===== config.mk =====
export PLATFORM = sky130hd
export DESIGN_NAME = sprite_bounce_engine
export DESIGN_NICKNAME = d
export VERILOG_FILES = /design/src/rtl/sprite_engine_pkg.sv /design/src/rtl/sprite_bounce_engine_rect_scanner.sv /design/src/rtl/sprite_bounce_engine.sv
export SDC_FILE = /design/constraint.sdc
export NUM_CORES = 1
export LEC_CHECK = 0
export ABC_AREA = 1
export CAP_MARGIN = 40
export CORE_ASPECT_RATIO = 0.7
export CORE_MARGIN = 2
export CORE_UTILIZATION = 58
export DETAILED_ROUTE_END_ITERATION = 16
export GPL_TIMING_DRIVEN = 0
export PLACE_DENSITY = 0.78
export SETUP_SLACK_MARGIN = 0.3
export SYNTH_ARGS = -nofsm -noshare
export SYNTH_HDL_FRONTEND = slang
export SYNTH_SLANG_ARGS = --single-unit

===== constraint.sdc =====
create_clock -name clk -period 3.01 [get_ports clk]
set_clock_uncertainty 0.05 [all_clocks]
set_input_delay 0.602 -clock clk [delete_from_list [all_inputs] [get_ports clk]]
set_output_delay 0.602 -clock clk [all_outputs]
set_load 0.05 [all_outputs]

===== src/rtl/sprite_engine_pkg.sv =====
// Shared types for the bouncing-sprite framebuffer writer: FSM states and
// direction encodings used by the position/direction registers.
package sprite_engine_pkg;

    typedef enum logic [2:0] {
        S_CLEAR = 3'd0,
        S_WAIT  = 3'd1,
        S_ERASE = 3'd2,
        S_MOVE  = 3'd3,
        S_DRAW  = 3'd4
    } state_e;

    localparam logic DIR_LEFT  = 1'b0;
    localparam logic DIR_RIGHT = 1'b1;
    localparam logic DIR_UP    = 1'b0;
    localparam logic DIR_DOWN  = 1'b1;

endpackage


===== src/rtl/sprite_bounce_engine_rect_scanner.sv =====
// Rectangle raster generator, x fastest. While start is held high it emits
// one pixel coordinate per cycle; the counters rewind to zero on the last
// pixel, so the scanner is always ready for the next sweep without a load
// cycle. off_x/off_y are the absolute coordinates origin + offset.
module rect_scanner #(
    parameter int XW = 8,
    parameter int YW = 7
) (
    input  logic          clk,
    input  logic          reset,
    input  logic          start,
    input  logic [XW-1:0] origin_x,
    input  logic [YW-1:0] origin_y,
    input  logic [XW:0]   w,
    input  logic [YW:0]   h,
    output logic [XW-1:0] off_x,
    output logic [YW-1:0] off_y,
    output logic          valid,
    output logic          done
);

    logic [XW-1:0] cx_q, cx_d;
    logic [YW-1:0] cy_q, cy_d;
    logic          last_x;
    logic          last_y;

    assign last_x = ({1'b0, cx_q} == (w - (XW+1)'(1)));
    assign last_y = ({1'b0, cy_q} == (h - (YW+1)'(1)));
    assign valid  = start;
    assign done   = start && last_x && last_y;
    assign off_x  = origin_x + cx_q;
    assign off_y  = origin_y + cy_q;

    // Next raster position: advance x, wrap to next row, rewind after the last pixel.
    always_comb begin
        cx_d = cx_q;
        cy_d = cy_q;
        if (start) begin
            if (last_x) begin
                cx_d = '0;
                cy_d = last_y ? '0 : cy_q + YW'(1);
            end else begin
                cx_d = cx_q + XW'(1);
            end
        end
    end

    // Raster counter registers; reset returns to the first pixel.
    always_ff @(posedge clk) begin
        if (reset) begin
            cx_q <= '0;
            cy_q <= '0;
        end else begin
            cx_q <= cx_d;
            cy_q <= cy_d;
        end
    end

endmodule


===== src/rtl/sprite_bounce_engine.sv =====
// Bouncing-sprite framebuffer writer. Clears the screen, then on each frame
// tick erases the sprite, moves it one STEP per axis with wall bounces and
// redraws it. Emits at most one registered pixel write per cycle.
module sprite_bounce_engine
    import sprite_engine_pkg::*;
#(
    parameter int SCR_W     = 160,
    parameter int SCR_H     = 120,
    parameter int SPR_W     = 4,
    parameter int SPR_H     = 4,
    parameter int CLR_W     = 3,
    parameter int FRAME_DIV = 12500000,
    parameter int STEP      = 1,
    localparam int XW       = $clog2(SCR_W),
    localparam int YW       = $clog2(SCR_H)
) (
    input  logic             clk,
    input  logic             reset,
    input  logic             enable,
    input  logic             clear_req,
    input  logic [CLR_W-1:0] sprite_colour,
    input  logic [CLR_W-1:0] bg_colour,
    output logic [XW-1:0]    x,
    output logic [YW-1:0]    y,
    output logic [CLR_W-1:0] colour,
    output logic             plot,
    output logic [XW-1:0]    pos_x,
    output logic [YW-1:0]    pos_y,
    output logic             busy
);

    localparam int X_MAX = SCR_W - SPR_W;
    localparam int Y_MAX = SCR_H - SPR_H;
    localparam int TW    = (FRAME_DIV > 1) ? $clog2(FRAME_DIV) : 1;

    localparam logic [TW-1:0] TICK_LAST = TW'(FRAME_DIV - 1);
    localparam logic [XW:0]   SCR_W_E   = (XW+1)'(SCR_W);
    localparam logic [YW:0]   SCR_H_E   = (YW+1)'(SCR_H);
    localparam logic [XW:0]   SPR_W_E   = (XW+1)'(SPR_W);
    localparam logic [YW:0]   SPR_H_E   = (YW+1)'(SPR_H);
    localparam logic [XW:0]   X_MAX_E   = (XW+1)'(X_MAX);
    localparam logic [YW:0]   Y_MAX_E   = (YW+1)'(Y_MAX);
    localparam logic [XW:0]   STEP_X    = (XW+1)'(STEP);
    localparam logic [YW:0]   STEP_Y    = (YW+1)'(STEP);

    state_e state_q, state_d;

    logic [TW-1:0]    tick_cnt_q;
    logic             tick;
    logic             tick_pend_q, tick_pend_d;
    logic             clr_pend_q, clr_pend_d;
    logic [XW-1:0]    pos_x_q, pos_x_d;
    logic [YW-1:0]    pos_y_q, pos_y_d;
    logic             dir_x_q, dir_x_d;
    logic             dir_y_q, dir_y_d;
    logic [XW-1:0]    x_q;
    logic [YW-1:0]    y_q;
    logic [CLR_W-1:0] colour_q;
    logic             plot_q;
    logic             busy_q;

    // FSM-driven controls
    logic             scan_run;
    logic [XW-1:0]    org_x;
    logic [YW-1:0]    org_y;
    logic [XW:0]      scan_w;
    logic [YW:0]      scan_h;
    logic [CLR_W-1:0] colour_sel;
    logic             move_en;
    logic             enter_clear;
    logic             tick_take;

    // Scanner outputs
    logic [XW-1:0]    scan_x;
    logic [YW-1:0]    scan_y;
    logic             scan_valid;
    logic             scan_done;

    // Wider position copies so +STEP can never wrap before the bound check
    logic [XW:0]      px_ext;
    logic [YW:0]      py_ext;

    rect_scanner #(
        .XW(XW),
        .YW(YW)
    ) u_scan (
        .clk     (clk),
        .reset   (reset),
        .start   (scan_run),
        .origin_x(org_x),
        .origin_y(org_y),
        .w       (scan_w),
        .h       (scan_h),
        .off_x   (scan_x),
        .off_y   (scan_y),
        .valid   (scan_valid),
        .done    (scan_done)
    );

    assign tick   = (tick_cnt_q == TICK_LAST);
    assign px_ext = {1'b0, pos_x_q};
    assign py_ext = {1'b0, pos_y_q};

    // Next-state and per-state scanner/colour selection.
    always_comb begin
        state_d     = state_q;
        scan_run    = 1'b0;
        org_x       = pos_x_q;
        org_y       = pos_y_q;
        scan_w      = SPR_W_E;
        scan_h      = SPR_H_E;
        colour_sel  = bg_colour;
        move_en     = 1'b0;
        enter_clear = 1'b0;
        tick_take   = 1'b0;
        case (state_q)
            S_CLEAR: begin
                scan_run = 1'b1;
                org_x    = '0;
                org_y    = '0;
                scan_w   = SCR_W_E;
                scan_h   = SCR_H_E;
                if (scan_done) state_d = S_WAIT;
            end
            S_WAIT: begin
                if (clr_pend_q) begin
                    state_d     = S_CLEAR;
                    enter_clear = 1'b1;
                end else if (tick_pend_q && enable) begin
                    state_d   = S_ERASE;
                    tick_take = 1'b1;
                end
            end
            S_ERASE: begin
                scan_run = 1'b1;
                if (scan_done) state_d = S_MOVE;
            end
            S_MOVE: begin
                move_en = 1'b1;
                state_d = S_DRAW;
            end
            S_DRAW: begin
                scan_run   = 1'b1;
                colour_sel = sprite_colour;
                if (scan_done) state_d = S_WAIT;
            end
            default: state_d = S_CLEAR;
        endcase
    end

    // Pending flags: a new request always wins over the clear so nothing is lost.
    always_comb begin
        tick_pend_d = tick_pend_q;
        clr_pend_d  = clr_pend_q;
        if (tick_take)        tick_pend_d = 1'b0;
        if (tick && enable)   tick_pend_d = 1'b1;
        if (enter_clear)      clr_pend_d  = 1'b0;
        if (clear_req)        clr_pend_d  = 1'b1;
    end

    // Bounce arithmetic per axis, clamped at 0 and MAX.
    always_comb begin
        pos_x_d = pos_x_q;
        pos_y_d = pos_y_q;
        dir_x_d = dir_x_q;
        dir_y_d = dir_y_q;
        if (move_en) begin
            if (dir_x_q == DIR_RIGHT) begin
                if (px_ext + STEP_X >= X_MAX_E) begin
                    pos_x_d = XW'(X_MAX);
                    dir_x_d = DIR_LEFT;
                end else begin
                    pos_x_d = XW'(px_ext + STEP_X);
                end
            end else begin
                if (px_ext <= STEP_X) begin
                    pos_x_d = '0;
                    dir_x_d = DIR_RIGHT;
                end else begin
                    pos_x_d = XW'(px_ext - STEP_X);
                end
            end
            if (dir_y_q == DIR_DOWN) begin
                if (py_ext + STEP_Y >= Y_MAX_E) begin
                    pos_y_d = YW'(Y_MAX);
                    dir_y_d = DIR_UP;
                end else begin
                    pos_y_d = YW'(py_ext + STEP_Y);
                end
            end else begin
                if (py_ext <= STEP_Y) begin
                    pos_y_d = '0;
                    dir_y_d = DIR_DOWN;
                end else begin
                    pos_y_d = YW'(py_ext - STEP_Y);
                end
            end
        end
    end

    // State, divider, flags, sprite position and registered pixel outputs.
    always_ff @(posedge clk) begin
        if (reset) begin
            state_q     <= S_CLEAR;
            tick_cnt_q  <= '0;
            tick_pend_q <= 1'b0;
            clr_pend_q  <= 1'b0;
            pos_x_q     <= XW'(X_MAX);
            pos_y_q     <= '0;
            dir_x_q     <= DIR_LEFT;
            dir_y_q     <= DIR_DOWN;
            x_q         <= '0;
            y_q         <= '0;
            colour_q    <= '0;
            plot_q      <= 1'b0;
            busy_q      <= 1'b0;
        end else begin
            state_q     <= state_d;
            tick_cnt_q  <= tick ? '0 : tick_cnt_q + TW'(1);
            tick_pend_q <= tick_pend_d;
            clr_pend_q  <= clr_pend_d;
            pos_x_q     <= pos_x_d;
            pos_y_q     <= pos_y_d;
            dir_x_q     <= dir_x_d;
            dir_y_q     <= dir_y_d;
            x_q         <= scan_x;
            y_q         <= scan_y;
            colour_q    <= colour_sel;
            plot_q      <= scan_valid;
            // Lags the state by one cycle, matching the pixel pipeline.
            busy_q      <= (state_q != S_WAIT);
        end
    end

    assign x      = x_q;
    assign y      = y_q;
    assign colour = colour_q;
    assign plot   = plot_q;
    assign pos_x  = pos_x_q;
    assign pos_y  = pos_y_q;
    assign busy   = busy_q;

endmodule


==> results.md <==
- Area occupied by multi-input gates: 0.00281 sq mm
- Worst-Skew Late Latency: 340 ps
- Port Buffers: 43
- CP Data Required Time: 3230 ps
- Met3 wire len: 1.46 mm
- Layout cells sized above 1: 6.45%
- Detailed Routing Iterations Pass 1: 5
- Slew Viols, Final: 0
- Rel. slew slack: 58.8%
- Final Cycle Share: 83.5%
- Vias per cell: 5.62
- Fmax achieved: 0.398 GHz
- Post-Syn Instances: 731
- Nets: 821
- DRT antenna net count: 0
- Post-synthesis area per instance: 6.67 sq um
- PwrDens: 411 mW/mm^2
- Post-DP HPWL: 9.54 mm
- Clock Path Buffers: 2
- Commonest non-fill, non-tap cell in the layout: nand2_1
- Area Overhead vs Synth: 18.2%
- Clk root buf: clkbuf_16
- WL final: 12.8 mm
- Worst Hold Class: register to register
- Most frequent cells in the layout: nand2_1, nor2_1, inv_1
- # diodes: 0
- Crit Path Class: register to register
- CP Launch Type: register
- Clk sinks: 81
- Die ar.: 0.00917 sq mm
- CTS buffer count: 9
- Die span in x: 114 um
- Routed wl met2: 5.26 mm
- Final core occ: 72.0%
- GR Overflow Total: 0
- Routed len/inst: 14.3 um
- Post-Syn Nets: 765
- Clock transition at path regs: 60 ps
- DRT iter0 DRCs: 499
- Yosys warnings: 0
- GRT Overall Usage: 29.1%
- Hold Vio Cnt, Final: 0
- Setup tns final: 0 ps
- Starting Density: 60.9%
- Synth unique cells: 41
- Fillers: 686
- Peak supply drop: 0.295 mV
- # Max-Cap Violations: 0
- Vias in the first global route: 4496
- Global-route wire length before repair: 21.1 mm
- Io pins: 45
- Std-Cell Rows: 27
- Worst Path Arrival: 2730 ps
- CORE AREA: 0.00801 sq mm
- Actual slew at the worst max-slew pin: 618 ps
- Sequential element share of the synthesized area: 33.2%
- Unrepaired setup endpoints after global routing: false
- Vias: 5012
- Met1 Wirelength: 5.90 mm
- EDFF count, synth: 0
- Crit-path max FO: 10
- CTS tree: built
- Top layer in use: met4
- Crit path time final: 2510 ps
- Largest net degree at the start of global routing: 14
- Flop-to-flop setup slack: 500 ps
- H-tree depth: 3
- Mapped cell area: 0.00488 sq mm
- Initial antenna violation count: 0
- Flops & latches, synth: 81
- Main flop type after synthesis: dfxtp_1
- # DRC: 0
- Die H: 80.7 um
- Gpl congestion: 0.957
- Register Area: 0.00162 sq mm
- Fraction of registers with async set/reset: 0%
- CTS Hold Bufs: 0
- Status: complete, no violations
- Setup crit end kind: register
- LEAKAGE: 2.39 nW
- Final setup fails: 0
## per-stage QoR
step,total power [W],setup slack (ps),instance area [sq um],hold WS [ps],instances
2_1_floorplan,0.00119,642,4880,368,731
3_3_place_gp,0.00123,271,5440,381,875
3_5_place_dp,0.00123,193,5440,404,875
4_1_cts,0.00238,334,5750,412,890
5_1_grt,0.00244,295,5770,442,892
6_report,0.00237,498,5770,408,892
## power breakdown
group,switching [W],internal [W],leakage (nW),total (W)
combinational,0.0000712,0.0000389,1.58,0.000110
clock,0.000441,0.000722,0.149,0.00116
sequential,0.0000122,0.00109,0.656,0.00110
total,0.000525,0.00185,2.39,0.00237
## layout make-up
class / instances / area share (%)
repair buffers: 45 / 7.72
flip-flops and latches: 81 / 28.1
clock inverters: 5 / 1.41
clock buffers: 10 / 3.97
well taps: 101 / 2.19
multi-input cells: 535 / 48.7
plain buffers: 17 / 1.50
inverters: 98 / 6.38
## path summary, 6_finish.rpt
| path | from | to | cells after the start |
|---|---|---|---|
| max reg2reg | state_q[1] | x[6] | 16 |
| max | state_q[1] | x[6] | 16 |
| min reg2reg | tick_cnt_q[0] | tick_cnt_q[0] | 1 |
| min | tick_cnt_q[0] | tick_cnt_q[0] | 1 |
## worst max-delay path, cell delays in order (launching register included)
cell and delay (ps):
dfxtp_1 350, inv_1 100, nand2_1 110, nor2_4 210, buf_6 180, nor2_1 50, ha_1 210, fa_1 410
nand3_1 90, nand3_1 100, nand2_1 80, inv_1 50, nor2_1 80, nor2_1 40, nor2_1 100, o21ai_0 90
a21oi_1 140
## cell usage after synthesis (all sizes together) (2+ instances only)
master / count / area [sq um]
nand2: 155 / 589
nor2: 107 / 427
inv: 98 / 368
dfxtp: 81 / 1620
a21oi: 63 / 323
nand3: 46 / 240
o21ai: 36 / 195
nor3: 27 / 161
ha: 22 / 275
xor2: 20 / 175
nand4: 17 / 106
nor4: 12 / 75.1
clkbuf: 9 / 33.8
buf: 8 / 45.0
or2: 8 / 50.1
o211ai: 4 / 30.0
xnor2: 4 / 35.0
nand3b: 3 / 22.5
fa: 2 / 40.0
## what timing repair did
action / 4_1_cts / 5_1_grt
setup buffers: 0 / 2
setup endpoints to repair: 1 / 1
gates resized for setup: 2 / 2
pin swaps: 0 / 1
## metal layers
| layer | vias up | track usage [%] |
|---|---|---|
| met3 | 18 | 9.03 |
| met2 | 233 | 43.5 |
| li1 | 2491 | - |
| met5 | - | 0 |
| met1 | 2270 | 41.3 |
| met4 | 0 | 6.83 |
## cell families (layout without fill, tap and decap cells)
| family | Yosys count | count (layout) | synth area share (%) |
|---|---|---|---|
| xor+xnor | 24 | 24 | 4.31 |
| simple gates | 378 | 378 | 34.7 |
| flops | 81 | 81 | 33.2 |
| compound gates | 109 | 109 | 12.2 |
| buf+inv | 115 | 175 | 9.16 |
| fa+ha+maj | 24 | 24 | 6.46 |
## registers in the layout, indices dropped and copies added, names as in the netlist
register     cells
x                8
clr_pend_q       1
dir_x_q          1
busy             1
u_scan.cx_q      8
u_scan.cy_q      7
plot             1
pos_y            7
tick_pend_q      1
colour           3
state_q          3
tick_cnt_q      24
y                7
pos_x            8
dir_y_q          1
(Power assumes the default switching activity.)
